[src/rtl/pe_acc_pkg.sv]
// Shared defaults and elaboration-time helpers for the pipelined PE accumulator.
package pe_acc_pkg;

   localparam int NUM_LANES_DEF = 32;
   localparam int IN_W_DEF      = 32;
   localparam int ACC_W_DEF     = 32;

   function automatic int clog2(input int n);
      int r;
      int v;
      r = 0;
      v = n - 1;
      while (v > 0) begin
         r = r + 1;
         v = v >> 1;
      end
      return r;
   endfunction

   // Low bit index of element j in a flat bus of w-bit elements.
   function automatic int lane_slice(input int j, input int w);
      return w * j;
   endfunction

endpackage

[src/rtl/pe_add_stage.sv]
// One registered level of the add tree: N_IN signed operands of width W
// reduced pairwise to N_IN/2 sums of width W+1, with valid and last riding alongside.
module pe_add_stage
   import pe_acc_pkg::*;
#(
   parameter int N_IN = 2,
   parameter int W    = 32
) (
   input  logic                         clk,
   input  logic                         rst,
   input  logic                         en,
   input  logic                         in_valid,
   input  logic                         in_last,
   input  logic [N_IN*W-1:0]            in_data,
   output logic                         out_valid,
   output logic                         out_last,
   output logic [(N_IN/2)*(W+1)-1:0]    out_data
);

   localparam int N_OUT = N_IN / 2;
   localparam int OW    = W + 1;

   logic [N_OUT*OW-1:0] sum_p;

   for (genvar j = 0; j < N_OUT; j++) begin : g_pair
      logic signed [W-1:0] a;
      logic signed [W-1:0] b;
      assign a = in_data[lane_slice(2*j, W) +: W];
      assign b = in_data[lane_slice(2*j+1, W) +: W];
      // One bit of growth per level keeps the sum exact.
      assign sum_p[lane_slice(j, OW) +: OW] = OW'(a) + OW'(b);
   end

   // Stage boundary: tree level register
   always_ff @(posedge clk) begin
      if (rst) begin
         out_valid <= 1'b0;
      end else if (en) begin
         out_valid <= in_valid;
      end
   end

   always_ff @(posedge clk) begin
      if (en) begin
         out_last <= in_last;
         out_data <= sum_p;
      end
   end

endmodule

[src/rtl/pe_acc_pipe.sv]
// Pipelined PE reduction: registered binary add tree over NUM_LANES signed
// products, group accumulator terminated by in_last, valid/ready result port.
module pe_acc_pipe
   import pe_acc_pkg::*;
#(
   parameter int NUM_LANES = NUM_LANES_DEF,
   parameter int IN_W      = IN_W_DEF,
   parameter int ACC_W     = ACC_W_DEF
) (
   input  logic                      clk,
   input  logic                      rst,
   input  logic                      in_valid,
   output logic                      in_ready,
   input  logic [NUM_LANES*IN_W-1:0] in_data,
   input  logic                      in_last,
   output logic                      out_valid,
   input  logic                      out_ready,
   output logic [ACC_W-1:0]          out_data,
   output logic                      busy
);

   localparam int LVL   = clog2(NUM_LANES);
   localparam int SUM_W = IN_W + LVL;

   logic                    stall;
   logic                    en;
   logic [LVL:1]            vld_p;
   logic signed [SUM_W-1:0] tree_sum;
   logic                    tree_last;
   logic signed [ACC_W-1:0] acc_p;
   logic signed [ACC_W-1:0] sum_acc;
   logic signed [ACC_W-1:0] acc_next;
   logic                    acc_open;

   // Truncates or sign-extends the exact tree sum into the wrapping accumulator.
   function automatic logic signed [ACC_W-1:0] fit_acc(input logic signed [SUM_W-1:0] s);
      return ACC_W'(s);
   endfunction

   assign stall    = out_valid & ~out_ready;
   assign en       = ~stall;
   assign in_ready = ~stall & ~rst;

   for (genvar k = 1; k <= LVL; k++) begin : g_lvl
      localparam int NI = NUM_LANES >> (k - 1);
      localparam int WI = IN_W + k - 1;
      logic [(NI/2)*(WI+1)-1:0] data;
      logic                     vld;
      logic                     last;
      if (k == 1) begin : g_src
         pe_add_stage #(.N_IN(NI), .W(WI)) u_stage (
            .clk       (clk),
            .rst       (rst),
            .en        (en),
            .in_valid  (in_valid & in_ready),
            .in_last   (in_last),
            .in_data   (in_data),
            .out_valid (vld),
            .out_last  (last),
            .out_data  (data)
         );
      end else begin : g_src
         pe_add_stage #(.N_IN(NI), .W(WI)) u_stage (
            .clk       (clk),
            .rst       (rst),
            .en        (en),
            .in_valid  (vld_p[k-1]),
            .in_last   (g_lvl[k-1].last),
            .in_data   (g_lvl[k-1].data),
            .out_valid (vld),
            .out_last  (last),
            .out_data  (data)
         );
      end
      assign vld_p[k] = vld;
   end

   assign tree_sum  = g_lvl[LVL].data;
   assign tree_last = g_lvl[LVL].last;
   assign sum_acc   = fit_acc(tree_sum);
   assign acc_next  = acc_p + sum_acc;

   // Stage boundary: accumulator and output register
   always_ff @(posedge clk) begin
      if (rst) begin
         acc_p     <= '0;
         acc_open  <= 1'b0;
         out_valid <= 1'b0;
         out_data  <= '0;
      end else begin
         if (out_valid && out_ready) begin
            out_valid <= 1'b0;
         end
         if (en && vld_p[LVL]) begin
            if (tree_last) begin
               out_data  <= acc_next;
               out_valid <= 1'b1;
               acc_p     <= '0;
               acc_open  <= 1'b0;
            end else begin
               acc_p     <= acc_next;
               acc_open  <= 1'b1;
            end
         end
      end
   end

   assign busy = (|vld_p) | acc_open;

endmodule

[config.mk]
export PLATFORM = sky130hd
export DESIGN_NAME = pe_acc_pipe
export DESIGN_NICKNAME = d
export VERILOG_FILES = /design/src/rtl/pe_acc_pkg.sv /design/src/rtl/pe_add_stage.sv /design/src/rtl/pe_acc_pipe.sv
export SDC_FILE = /design/constraint.sdc
export NUM_CORES = 2
export LEC_CHECK = 0
export ABC_CLOCK_PERIOD_IN_PS = 32500
export BUFFER_PORTS_ARGS = -buffer_cell sky130_fd_sc_hd__buf_2
export CAP_MARGIN = 25
export CORE_AREA = 2 2 416 418
export CTS_CLUSTER_SIZE = 28
export DETAILED_ROUTE_END_ITERATION = 10
export DIE_AREA = 0 0 418 420
export PLACE_DENSITY = 0.66
export SETUP_SLACK_MARGIN = 0.5
export SLEW_MARGIN = 10
export SYNTH_ARGS = -nofsm -noshare
export SYNTH_HDL_FRONTEND = slang
export SYNTH_SLANG_ARGS = --single-unit
export TNS_END_PERCENT = 5
[constraint.sdc]
create_clock -name clk -period 32.5 [get_ports clk]
set_input_delay 1.625 -clock clk [delete_from_list [all_inputs] [get_ports clk]]
set_output_delay 1.625 -clock clk [all_outputs]
set_load 0.03 [all_outputs]
**Word-level counts from Yosys, hierarchy flattened**

Index checks and enable logic that the tools add are counted.

- Bits in registers: 1110
- Bits in latches: 0
- Bits in writable memories: 0
- ROM bits: 0
- Input bits: 1029
- Output and inout port bits: 35
- Word-level logic and storage cells: 67
- Memories kept: 0

- $add $sub $neg: 32
- $mul: 0
- Div/mod/pow operators: 0
- Magnitude comparators: 0
- Equality and inequality tests: 0
- Shifts and indexed selects: 0
- Multiplexer cells: 5
- Bitwise gates (word level): 7
- Reduce and logical (&&, ||, !) cells: 4

Operators by type and width:

| kind | number |
|---|---|
| $add 32x32->33 | 15 |
| $add 33x33->34 | 7 |
| $add 32x32->32 | 6 |
| $add 34x34->35 | 3 |
| $add 35x35->36 | 1 |
| $mux 32 | 1 |
| $reduce_or 5->1 | 1 |
| $mux 1 | 4 |
| $and 1x1->1 | 3 |
| $not 1->1 | 3 |
| $logic_and 1x1->1 | 2 |
| $reduce_and 2->1 | 1 |
| $or 1x1->1 | 1 |

**Logic depth before layout (Yosys ltp)**

- Word-level depth: 5
- Depth in mapped cells: 12
- Depth with buffers taken out: 12

**Modules after synthesis**

Synthesis repeated with hierarchy kept, for this count alone.

- Cells, all modules: 8296
- Area, all modules: 85039.1 µm²

By module, submodules not included:

| module | times used | cells an instance | area an instance (µm²) | seq. area each (µm²) |
|---|---|---|---|---|
| pe_add_stage (g_lvl[1].g_src.u_stage) | 1 | 3732 | 39460.3 | 15905.3 |
| pe_add_stage (g_lvl[2].g_src.u_stage) | 1 | 2067 | 21071.5 | 8217.9 |
| pe_add_stage (g_lvl[3].g_src.u_stage) | 1 | 1181 | 11437.2 | 4254.1 |
| pe_add_stage (g_lvl[4].g_src.u_stage) | 1 | 565 | 5853.1 | 2212.1 |
| pe_acc_pipe | 1 | 412 | 3957.5 | 1321.3 |
| pe_add_stage (g_lvl[5].g_src.u_stage) | 1 | 339 | 3259.4 | 1161.1 |

**Least setup slack after synthesis**

Ideal clock, no wire load.

- Kind: input to register
- Start: in out_ready
- End: reg out_valid
- Library setup time: 703 ps
- Arrival: 27348 ps
- Required time: 31797 ps
- Path slack: 4449 ps
- Stages on the path: 7
- Path buffers: 1
- Cell sequence: nor2b_1 > clkbuf_1 > clkinv_1 > and2_1 > nand2_1 > or2_2 > o21ai_0

- Cells in the longest elaborated chain, start to end: 5
- Elaborated cells on any way between the ends: 8
- Those cells by class: mux (3); bitwise (3); reduce/logical (2)

RTL lines:

| element | RTL line | source |
|---|---|---|
| start, declared | pe_acc_pipe.sv:17 | `input logic out_ready,` |
| $not 1->1 | pe_acc_pipe.sv:40 | `assign stall = out_valid & ~out_ready;` |
| $and 1x1->1 | pe_acc_pipe.sv:40 |  |
| $not 1->1 | pe_acc_pipe.sv:41 | `assign en = ~stall;` |
| $logic_and 1x1->1 | pe_acc_pipe.sv:94 | `if (en && vld_p[LVL]) begin` |
| $mux 1 * | pe_acc_pipe.sv:94 |  |
| end signal, assigned | pe_acc_pipe.sv:88 | `out_valid <= 1'b0;` |
| end signal, assigned | pe_acc_pipe.sv:92 | `out_valid <= 1'b0;` |
| end signal, assigned | pe_acc_pipe.sv:97 | `out_valid <= 1'b1;` |
| end, declared | pe_acc_pipe.sv:16 | `output logic out_valid,` |

Mark *: on every way between the ends. The rest lies on a longest branch, timed or not.
A chain may end at the register's enable or synchronous reset.

**Worst setup path after layout**

- Start: in in_data[528]
- End: reg g_lvl[1].g_src.u_stage.out_data[295] (data pin)

- Cells in the longest elaborated chain, start to end: 1

RTL lines:

| element | RTL line | source |
|---|---|---|
| start, declared | pe_acc_pipe.sv:14 | `input logic [NUM_LANES*IN_W-1:0] in_data,` |
| $add 32x32->33 | pe_add_stage.sv:31 | `assign sum_p[lane_slice(j, OW) +: OW] = OW'(a) + OW'(b);` |
| named net g_lvl[1].g_src.u_stage.sum_p[295] | pe_add_stage.sv:23 | `logic [N_OUT*OW-1:0] sum_p;` |
| end signal, assigned | pe_add_stage.sv:46 | `out_data <= sum_p;` |
| end, declared | pe_add_stage.sv:17 | `output logic [(N_IN/2)*(W+1)-1:0] out_data` |

The timed path passes the listed nets, and every way through them passes these cells.

==> metrics.txt <==
area leader, netlist edfxtp_1; fin. max-slew vios 0; Core Region 0.171 mm^2; synth cell count leaders edfxtp_1 (997), ha_1 (992), a21oi_1 (809); Yosys top cell area share 38.1%; async set-reset flop share out of synthesis 0%; Psw between 3000 and 4000 uW; Post-Layout Cell Count 11000; first-pass GRT wire length 351000 um; clk slew on worst S/H paths 60 ps; final worst slack 27410 ps; Seq/Total Area, Yosys 39.9%; Crit path depth 13; Tightest Hold Check Type reg -> reg; Post-Synthesis Cell Area 0.0785 mm^2; post_cts resized 0; clock buffer depth 3; largest net degree at the start of global routing a little over 200; yosys warns 0; Layout Utilization 53.0%; register area 0.0314 mm^2; Multi-input gate area 0.0461 mm^2; FF+latch count, synth between 1000 and 1500; top-count cell post-synth edfxtp_1; total power 8040 uW; routed wire length per instance ~21 um; flop-to-flop setup slack 28350 ps; post-route setup TNS 0 ps; ratio of cells with drive above 1 in the final layout 15.3%; Worst Skew 31.6 ps; # setup viols final 0; fin crit share 15.7%; Post-Place Cells 10800; DRC errors left 0; clock power share between 15 and 20%; grt ovf 0; CTS Sinks about 1100; status completed; Post-Syn Nets a little under 10000; GP Congestion 0.977; pwr dens between 80 and 90 mW/mm^2; post-route ant nets 0; GRT Total Usage 25.8%; Initial Util 45.9%; clock root buffer clkbuf_16; Vias 63500; crit path capture type flop; detailed-placement wirelength estimate around 190000 um; Max-Slew Margin vs Limit 22.0%; Critical Path Slowest Stage Cell o41ai_1; hold endpoint g_lvl[2].g_src.u_stage.out_last; RR Startpoint out_valid; crit-path leading delay family compound AO/OA/AOI/OAI gates; Worst VDD drop 58.8 uV; Int Power 4820 uW; FILL cells 15100; Worst-Margin Slew 1170 ps; Worst Setup Start Kind input port; setup slack after placement ~27000 ps; CP bufs+invs 2; CP cell instances buf_2, ha_1, a21o_1, nand2_1, nand2b_1, a21o_1, a211o_1, a21oi_1, buf_4, o21ai_0, o41ai_1, o21ai_0, xnor2_1; Crit Path Max Fanout 5; setup bufs post-CTS 0; die area 0.176 mm^2; die outline width ~420 um; LEAKAGE 0.0403 uW; Worst EP arrival between 5000 and 6000 ps; fmax 0.196 GHz; data required time of the worst path 32960 ps; Fin. Hold Viols 0; Chip Height 420 um; # H-tree levels 3; Gate power share between 50% and 60%; Mapped Avg Cell Area 10.4 um^2; row cnt 152; Nets 10700; Yosys cell types between 80 and 90; Net Sw Frac between 40% and 50%; TritonCTS Buffers about 120; dominant synthesized flop cell edfxtp_1; EDFF count, synth about 1000; RR Endpoint g_lvl[1].g_src.u_stage.out_data[162]; initial antenna violation count 34; Clock Latency Late Sink between 700 and 800 ps; RSZ-0062 raised after global routing false; initial DRC count 5002; Crit path largest cell delay approximately 520 ps; Area contributors post-synth edfxtp_1 (38%), ha_1 (16%), xnor2_1 (6.8%); maxcap violations 0; min cycle time layout 5090 ps; vias in the first global route ~61000; Hold Buf Count CTS 0; hold path cells 0; Seq pwr share 32.1%; CTS tree yes; HP Start g_lvl[1].g_src.u_stage.out_last; Vias/cell 5.75; Port Buffer Count roughly 1100; final wirelength 235000 um; drt first pass iters 5; Area Overhead vs Synth 15.4%; R2R depth 6; Mapped Cells 7558; WS Path Type in -> reg; num ports roughly 1100
==> layer usage <==
layer / GRT usage [%] / routed length (um) / share of wire (%)
met5: 0 / 144 / 0.061
met4: 9.81 / 9680 / 4.1
met3: 3.71 / 13000 / 5.5
met2: 43.2 / 110000 / 47
met1: 33.8 / 102000 / 44
==> final cells by class <==
cell class	instances	share of cell area [%]
tap	2233	3.08
sequential	1068	34.6
timing repair buffer	1083	6.11
inverter	198	0.829
antenna	12	0.0332
clock buffer	137	3.41
multi-input combinational	6217	50.9
clock inverter	85	0.981
==> how the worst max path moves through the flow <==
| stage | slack (ps) | start | end |
|---|---|---|---|
| floorplan | 4450 | out_ready | out_valid |
| global placement | 26800 | in_data[528] | g_lvl[1].g_src.u_stage.out_data[295] |
| detailed placement | 26730 | in_data[528] | g_lvl[1].g_src.u_stage.out_data[295] |
| CTS | 27500 | in_data[528] | g_lvl[1].g_src.u_stage.out_data[295] |
| global route | 27410 | in_data[528] | g_lvl[1].g_src.u_stage.out_data[295] |
| finish | 27410 | in_data[528] | g_lvl[1].g_src.u_stage.out_data[295] |
==> logic make-up (layout without fill, tap and decap cells) <==
logic type / count (synthesis) / count (layout) / synth area share [%]
and+or+nand+nor: 1728 / 1728 / 10.7
AOI/OAI and AO/OA: 2536 / 2536 / 21.1
muxes: 3 / 3 / 0.0383
adders and majority gates: 1024 / 1024 / 16.6
other: 0 / 12 / 0
xor gates and xnor gates: 926 / 926 / 10.3
DFF: 1068 / 1068 / 39.9
buffers and inverters: 273 / 1503 / 1.31
==> flip-flops by register name, summed over array words and instances (netlist names) <==
name	cells
acc_open	1
acc_p	32
g_lvl.g_src.u_stage.out_data	992
g_lvl.g_src.u_stage.out_last	5
g_lvl.g_src.u_stage.out_valid	5
out_data	32
out_valid	1
==> power groups by stage <==
stage / combinational, uW / sequential [uW] / clock [uW]
detailed placement: 4020 / 2610 / 0
global placement: 3970 / 2610 / 0
finish: 4090 / 2580 / 1370
floorplan: 3030 / 2410 / 0
CTS: 4050 / 2590 / 1400
global route: 4520 / 2620 / 1450
==> metrics by stage <==
step	hold WS, ps	instance area (um^2)
detailed placement	417	86500
global placement	413	86500
global route	440	90600
CTS	428	90500
finish	423	90600
floorplan	400	78500
==> layout by cell type (no fill, tap or decap), drive strengths merged, types with 130 or more instances in the layout <==
| cell | n |
|---|---|
| nand2 | 430 |
| o21bai | 149 |
| nand3 | 163 |
| a21o | 450 |
| nor3 | 130 |
| buf | 1083 |
| edfxtp | 997 |
| ha | 992 |
| clkbuf | 137 |
| nor2 | 434 |
| a21oi | 811 |
| xor2 | 317 |
| xnor2 | 609 |
| o21ai | 372 |
| inv | 205 |
(Power assumes the default switching activity.)
